--- config.mk ---
export PLATFORM = sky130hd
export DESIGN_NAME = instr_realigner
export DESIGN_NICKNAME = d
export VERILOG_FILES = /design/src/rtl/ariane_pkg.sv /design/src/rtl/instr_realigner_out_reg.sv /design/src/rtl/instr_realigner.sv
export SDC_FILE = /design/constraint.sdc
export NUM_CORES = 1
export LEC_CHECK = 0
export ABC_AREA = 1
export BUFFER_PORTS_ARGS = -buffer_cell sky130_fd_sc_hd__clkbuf_2
export CAP_MARGIN = 20
export CORE_AREA = 2 2 115 117
export CTS_BUF_LIST = sky130_fd_sc_hd__clkbuf_4 sky130_fd_sc_hd__clkbuf_8 sky130_fd_sc_hd__clkbuf_16
export DETAILED_ROUTE_END_ITERATION = 10
export DIE_AREA = 0 0 117 119
export PLACE_DENSITY = 0.61
export SYNTH_ARGS = -nofsm -noshare
export SYNTH_HDL_FRONTEND = slang
export SYNTH_SLANG_ARGS = --single-unit
export TNS_END_PERCENT = 30
--- constraint.sdc ---
create_clock -name clk_i -period 1.1 [get_ports clk_i]
set_clock_uncertainty 0.15 [all_clocks]
set_input_delay 0.11 -clock clk_i [delete_from_list [all_inputs] [get_ports clk_i]]
set_output_delay 0.11 -clock clk_i [all_outputs]
set_load 0.05 [all_outputs]
--- src/rtl/ariane_pkg.sv ---
// Shared front-end types for the instruction fetch path.
//   VLEN          : width of the pc field carried in fetch_entry_t
//   INSTR_HALF_W  : width of one instruction parcel (RVC halfword)
//   fetch_entry_t : one decoded-boundary instruction with pc and fault flag
//   is_rvc()      : true when a halfword starts a compressed instruction
package ariane_pkg;

  localparam int unsigned VLEN         = 64;
  localparam int unsigned INSTR_HALF_W = 16;

  typedef struct packed {
    logic [31:0]     instr;
    logic [VLEN-1:0] pc;
    logic            is_compressed;
    logic            ex;
  } fetch_entry_t;

  function automatic logic is_rvc(input logic [INSTR_HALF_W-1:0] half);
    return half[1:0] != 2'b11;
  endfunction

endpackage

--- src/rtl/instr_realigner_out_reg.sv ---
// Single-entry valid/ready pipeline register for fetch_entry_t.
// Ports:
//   clk, rst          : clock, synchronous active-high reset
//   flush             : drops the held entry (valid clears next cycle)
//   in_valid/in_entry : entry offered this cycle
//   out_valid/out_entry/out_ready : registered entry and consumer handshake
// The register reloads whenever it is empty or its entry is being taken;
// if nothing is offered in such a cycle, valid simply drops.
module fetch_out_reg
  import ariane_pkg::*;
(
  input  logic         clk,
  input  logic         rst,
  input  logic         flush,
  input  logic         in_valid,
  input  fetch_entry_t in_entry,
  output logic         out_valid,
  input  logic         out_ready,
  output fetch_entry_t out_entry
);

  always_ff @(posedge clk) begin
    if (rst) begin
      out_valid <= 1'b0;
      out_entry <= '0;
    end else if (flush) begin
      out_valid <= 1'b0;
    end else if (!out_valid || out_ready) begin
      out_valid <= in_valid;
      if (in_valid) out_entry <= in_entry;
    end
  end

endmodule

--- src/rtl/instr_realigner.sv ---
// Instruction realigner: splits word-aligned 32-bit fetch words into 16-bit
// (RVC) and 32-bit instructions, stitching 32-bit instructions that straddle
// two fetch words, and presents one instruction per cycle with its pc.
// Build option: REALIGN_RVC_EN enables compressed-instruction realignment.
// Without it every word is emitted whole, and a word that is not a clean
// aligned 32-bit instruction is flagged with ex_o.
// Ports:
//   clk_i, rst_i         : clock, synchronous active-high reset
//   flush_i              : drop all buffered state (branch/exception/fence)
//   fetch_valid_i/_ready_o, fetch_rdata_i, fetch_addr_i, fetch_ex_i : fetch side
//   instr_valid_o/instr_ready_i, instr_o, pc_o, is_compressed_o, ex_o : decode side
// VLEN must not exceed ariane_pkg::VLEN (pc is carried in the shared entry type).
module instr_realigner
  import ariane_pkg::fetch_entry_t;
  import ariane_pkg::INSTR_HALF_W;
  import ariane_pkg::is_rvc;
#(
  parameter int unsigned VLEN = 64
) (
  input  logic            clk_i,
  input  logic            rst_i,
  input  logic            flush_i,
  input  logic            fetch_valid_i,
  output logic            fetch_ready_o,
  input  logic [31:0]     fetch_rdata_i,
  input  logic [VLEN-1:0] fetch_addr_i,
  input  logic            fetch_ex_i,
  output logic            instr_valid_o,
  input  logic            instr_ready_i,
  output logic [31:0]     instr_o,
  output logic [VLEN-1:0] pc_o,
  output logic            is_compressed_o,
  output logic            ex_o
);

  logic            blocked;
  logic            advance;
  logic            produce;
  logic [31:0]     instr_d;
  logic [VLEN-1:0] pc_d;
  logic            is_compressed_d;
  logic            ex_d;
  fetch_entry_t    entry_d;
  fetch_entry_t    entry_q;

  // Only the blocked term couples instr_ready_i into fetch_ready_o.
  assign blocked = instr_valid_o && !instr_ready_i;
  assign advance = fetch_valid_i && !blocked && !flush_i && !rst_i;

`ifdef REALIGN_RVC_EN

  typedef enum logic [1:0] {ALIGNED, HI, STRADDLE} state_e;

  state_e                  state_q, state_d;
  logic [INSTR_HALF_W-1:0] leftover_q;
  logic [VLEN-1:0]         leftover_pc_q;
  logic                    latch_leftover;
  logic [INSTR_HALF_W-1:0] lo, hi;
  logic [VLEN-1:0]         lo_pc, hi_pc;
  logic                    in_hi;

  assign lo    = fetch_rdata_i[INSTR_HALF_W-1:0];
  assign hi    = fetch_rdata_i[31:INSTR_HALF_W];
  assign lo_pc = {fetch_addr_i[VLEN-1:2], 2'b00};
  assign hi_pc = {fetch_addr_i[VLEN-1:2], 2'b10};
  // A branch target on the hi half is handled exactly like the HI state.
  assign in_hi = (state_q == HI) || (state_q == ALIGNED && fetch_addr_i[1]);

  always_comb begin
    state_d        = state_q;
    latch_leftover = 1'b0;
    produce        = 1'b0;
    fetch_ready_o  = 1'b0;
    instr_d        = '0;
    pc_d           = lo_pc;
    ex_d           = 1'b0;
    if (advance) begin
      if (fetch_ex_i) begin
        produce       = 1'b1;
        ex_d          = 1'b1;
        fetch_ready_o = 1'b1;
        state_d       = ALIGNED;
        pc_d          = (state_q == STRADDLE) ? leftover_pc_q : (in_hi ? hi_pc : lo_pc);
      end else if (state_q == STRADDLE) begin
        // Upper parcel of the split instruction; this word's hi half is next.
        produce = 1'b1;
        instr_d = {lo, leftover_q};
        pc_d    = leftover_pc_q;
        state_d = HI;
      end else if (in_hi) begin
        fetch_ready_o = 1'b1;
        if (is_rvc(hi)) begin
          produce = 1'b1;
          instr_d = {{INSTR_HALF_W{1'b0}}, hi};
          pc_d    = hi_pc;
          state_d = ALIGNED;
        end else begin
          latch_leftover = 1'b1;
          state_d        = STRADDLE;
        end
      end else if (is_rvc(lo)) begin
        produce = 1'b1;
        instr_d = {{INSTR_HALF_W{1'b0}}, lo};
        state_d = HI;
      end else begin
        produce       = 1'b1;
        instr_d       = fetch_rdata_i;
        fetch_ready_o = 1'b1;
      end
    end
  end

  assign is_compressed_d = is_rvc(instr_d[INSTR_HALF_W-1:0]);

  always_ff @(posedge clk_i) begin
    if (rst_i || flush_i) begin
      state_q <= ALIGNED;
    end else if (advance) begin
      state_q <= state_d;
    end
  end

  always_ff @(posedge clk_i) begin
    if (rst_i) begin
      leftover_q    <= '0;
      leftover_pc_q <= '0;
    end else if (latch_leftover) begin
      leftover_q    <= hi;
      leftover_pc_q <= hi_pc;
    end
  end

`else

  // Whole-word mode: anything that is not an aligned 32-bit instruction is
  // passed on as a fault so the decoder raises it.
  always_comb begin
    produce       = advance;
    fetch_ready_o = advance;
    pc_d          = fetch_addr_i;
    ex_d          = 1'b0;
    instr_d       = '0;
    if (advance) begin
      ex_d    = fetch_ex_i || fetch_addr_i[1] || is_rvc(fetch_rdata_i[INSTR_HALF_W-1:0]);
      instr_d = fetch_ex_i ? '0 : fetch_rdata_i;
    end
  end

  assign is_compressed_d = 1'b0;

`endif

  always_comb begin
    entry_d               = '0;
    entry_d.instr         = instr_d;
    entry_d.pc[VLEN-1:0]  = pc_d;
    entry_d.is_compressed = is_compressed_d;
    entry_d.ex            = ex_d;
  end

  fetch_out_reg u_out_reg (
    .clk       (clk_i),
    .rst       (rst_i),
    .flush     (flush_i),
    .in_valid  (produce),
    .in_entry  (entry_d),
    .out_valid (instr_valid_o),
    .out_ready (instr_ready_i),
    .out_entry (entry_q)
  );

  assign instr_o         = entry_q.instr;
  assign pc_o            = entry_q.pc[VLEN-1:0];
  assign is_compressed_o = entry_q.is_compressed;
  assign ex_o            = entry_q.ex;

endmodule

==> metrics.txt <==
Worst IR Drop VDD=0.5596 mV; top-area cell type share of the netlist area=45.32%; hold path cells=4; layout net count=1092; CTS Buf Count=9; Starting Density=33.62%; Final Hold Viols=0; Setup crit end kind=register; DR pass1 iterations=5; Final Util=61.95%; Final period util=126.2%; most frequent cells in the layout=nor2_1 (207), nand2_1 (198), inv_1 (129), clkbuf_2 (122), dlygate4sd3_1 (96); share of layout cells above drive strength 1=33.67%; Final Max Slew Viols=0; critical path type=register to register; GRT overflow=0; wire per inst=between 10 and 15 um; chip width=between 100 and 150 um; Worst-path clk slew=0.07 ns; Routed WL=14430 um; R2R setup slack=-0.29 ns; status=complete, but fails checks; delay-heaviest family, CP=simple AND/OR/NAND/NOR gates; P per Cell Area=approximately 1200 nW/um^2; Tot Pwr=0.009757 W; max layer used=met4; IO Port Bufs=200; met3 WL=994 um; post-synthesis sequential area ratio=45.32%; Most Frequent Cell on Critical Path=nor2_1; RSZ-0062 raised after global routing=yes; clock root cell=clkbuf_16; critical path startpoint category=register; Leakage=4.384 nW; number of global-route vias before repair=4243; Hold Path End=u_out_reg.out_valid; pin count of the biggest net entering global routing=74; most common cell after layout, fill and taps aside=nor2_1; Post-DP HPWL=around 7300 um; vias post-DR=4815; critical path arrival=between 1 and 1.5 ns; post-route ant nets=0; Post-Syn Area per Cell=6.238 um^2; clock network latency to the later pin of the worst-skew pair=0.34 ns; Setup WS post-layout=-0.2882 ns; I/O pin cnt=a little over 200; # H-tree levels=3; Crit Reg-Reg Endpoint=u_out_reg.out_entry[28]; met1 wire length=5739 um; CTS sink count=98; # diodes=0; Synth area leader=dfxtp_1; FP Rows=42; violated checks=setup timing; mapped cell area=4329 um^2; dominant cells by area after synthesis=dfxtp_1 (45%), nor2_1 (19%), nand2_1 (17%); CTS tree=yes; crit-path cells=nand2_4 -> nand3_4 -> buf_6 -> clkbuf_16 -> nor2_1 -> nor2_1; first-pass GRT wire length=around 19000 um; Crit path largest cell delay=0.35 ns; die height=119 um; max cap viols=0; area grow syn2layout=84.25%; met2 wire len=roughly 7300 um; worst hold path type=input pin to register; Remaining DRCs=0; Die Footprint=13920 um^2; post-synth cell types=14; setup violators final=146; R2R depth=6; initial antenna violation count=0; Yosys Warn Count=0; Placeable Area=12870 um^2; Worst Path Required=1.18 ns; GPL Wtd Cong=slightly below 0.8; min-delay src=flush_i; syn nets=around 800; CP Max Fanout=18; Final min period=1.388 ns; total track usage=17.45%; Syn Inst Count=694; RR Startpoint=u_out_reg.out_valid; worst-path cell with the longest stage delay=dfxtp_4; CTS max path bufs=2; Vias/cell=4.112; DR iter-0 viols=136; synthesis-stage register bit count=98; fmax=720.4 MHz; CP Buf/Inv Count=2
[per-layer routing]
metal / GRT usage [%] / vias to the layer above
met5: 0 / -
met4: 7.059 / 0
met3: 4.936 / 30
met2: 29.95 / 159
met1: 20.16 / 2095
li1: - / 2531
[final cells by class]
class	instances	area (um^2)
Clock buffer	11	246.5
Clock inverter	5	76.32
Fill cell	1077	4898
Inverter	135	510.5
Multi-Input combinational cell	426	1672
Sequential cell	98	2057
Tap cell	176	220.2
Timing Repair Buffer	320	3194
[kinds of logic (layout without fill, tap and decap cells)]
family	count (synthesis)	after routing	share of synthesized area, %
DFF	98	98	45.32
other	1	1	0.08662
and+or+nand+nor	424	424	37.20
AOI/OAI and AO/OA	1	1	0.1735
buffers and inverters	170	471	17.23
[worst reg2reg max path: stages (launching register included)]
cell and delay, ns:
dfxtp_4 0.35, nand2_4 0.07, nand3_4 0.09, buf_6 0.18, clkbuf_16 0.19, nor2_1 0.15, nor2_1 0.08
[state kept, by name, summed over array words and instances, names as in the netlist]
signal	flops
u_out_reg.out_entry	97
u_out_reg.out_valid	1
[synthesized netlist by cell type, drive strengths merged]
cell type / number
nor2: 220
conb: 1
clkbuf: 8
buf: 27
dfxtp: 98
nand4: 4
a21boi: 1
nand3: 1
nand2: 199
inv: 135
[power breakdown]
| group | leakage, nW | total (W) | internal (W) | switching, W |
|---|---|---|---|---|
| sequential | 0.833 | 0.00391 | 0.00376 | 0.000144 |
| clock | 0.163 | 0.00344 | 0.00208 | 0.00136 |
| combinational | 3.39 | 0.00241 | 0.00107 | 0.00134 |
| total | 4.38 | 0.00976 | 0.00691 | 0.00285 |
[metrics by stage]
step                      cell area (um^2)  worst slack [ns]  hold slack (ns)  setup TNS, ns  cells
after detailed placement              5544           -0.1824           0.1875         -14.67   1049
after global routing                  7976           -0.3258          0.05915         -31.20   1171
after floorplan                       4359           -0.2319          0.09492         -16.26    694
after CTS                             7139           -0.2751          0.03541         -34.47   1166
final                                 7976           -0.2882          0.06104         -22.58   1171
after global placement                5544           -0.1687           0.1833         -13.78   1049
[repair_timing]
action | CTS | global route
cloned | 2 | 5
resized for setup | 47 | 393
pin swaps | 0 | 3
setup buffers | 3 | 0
hold buffers | 96 | 0
endpoints found under the setup margin | 197 | 197
endpoints found under the hold margin | 96 | 0
[worst max-delay path by stage]
stage                         endpoint  slack (ns)  cells after the start           startpoint
2_1_floorplan            fetch_ready_o       -0.23                      5  u_out_reg.out_valid
3_3_place_gp   u_out_reg.out_entry[50]       -0.17                      5  u_out_reg.out_valid
3_5_place_dp   u_out_reg.out_entry[49]       -0.18                      6  u_out_reg.out_valid
4_1_cts                  fetch_ready_o       -0.28                      4  u_out_reg.out_valid
5_1_grt        u_out_reg.out_entry[51]       -0.33                      7  u_out_reg.out_valid
6_report       u_out_reg.out_entry[28]       -0.29                      6  u_out_reg.out_valid
No activity file was read; power rests on OpenSTA's default activity.
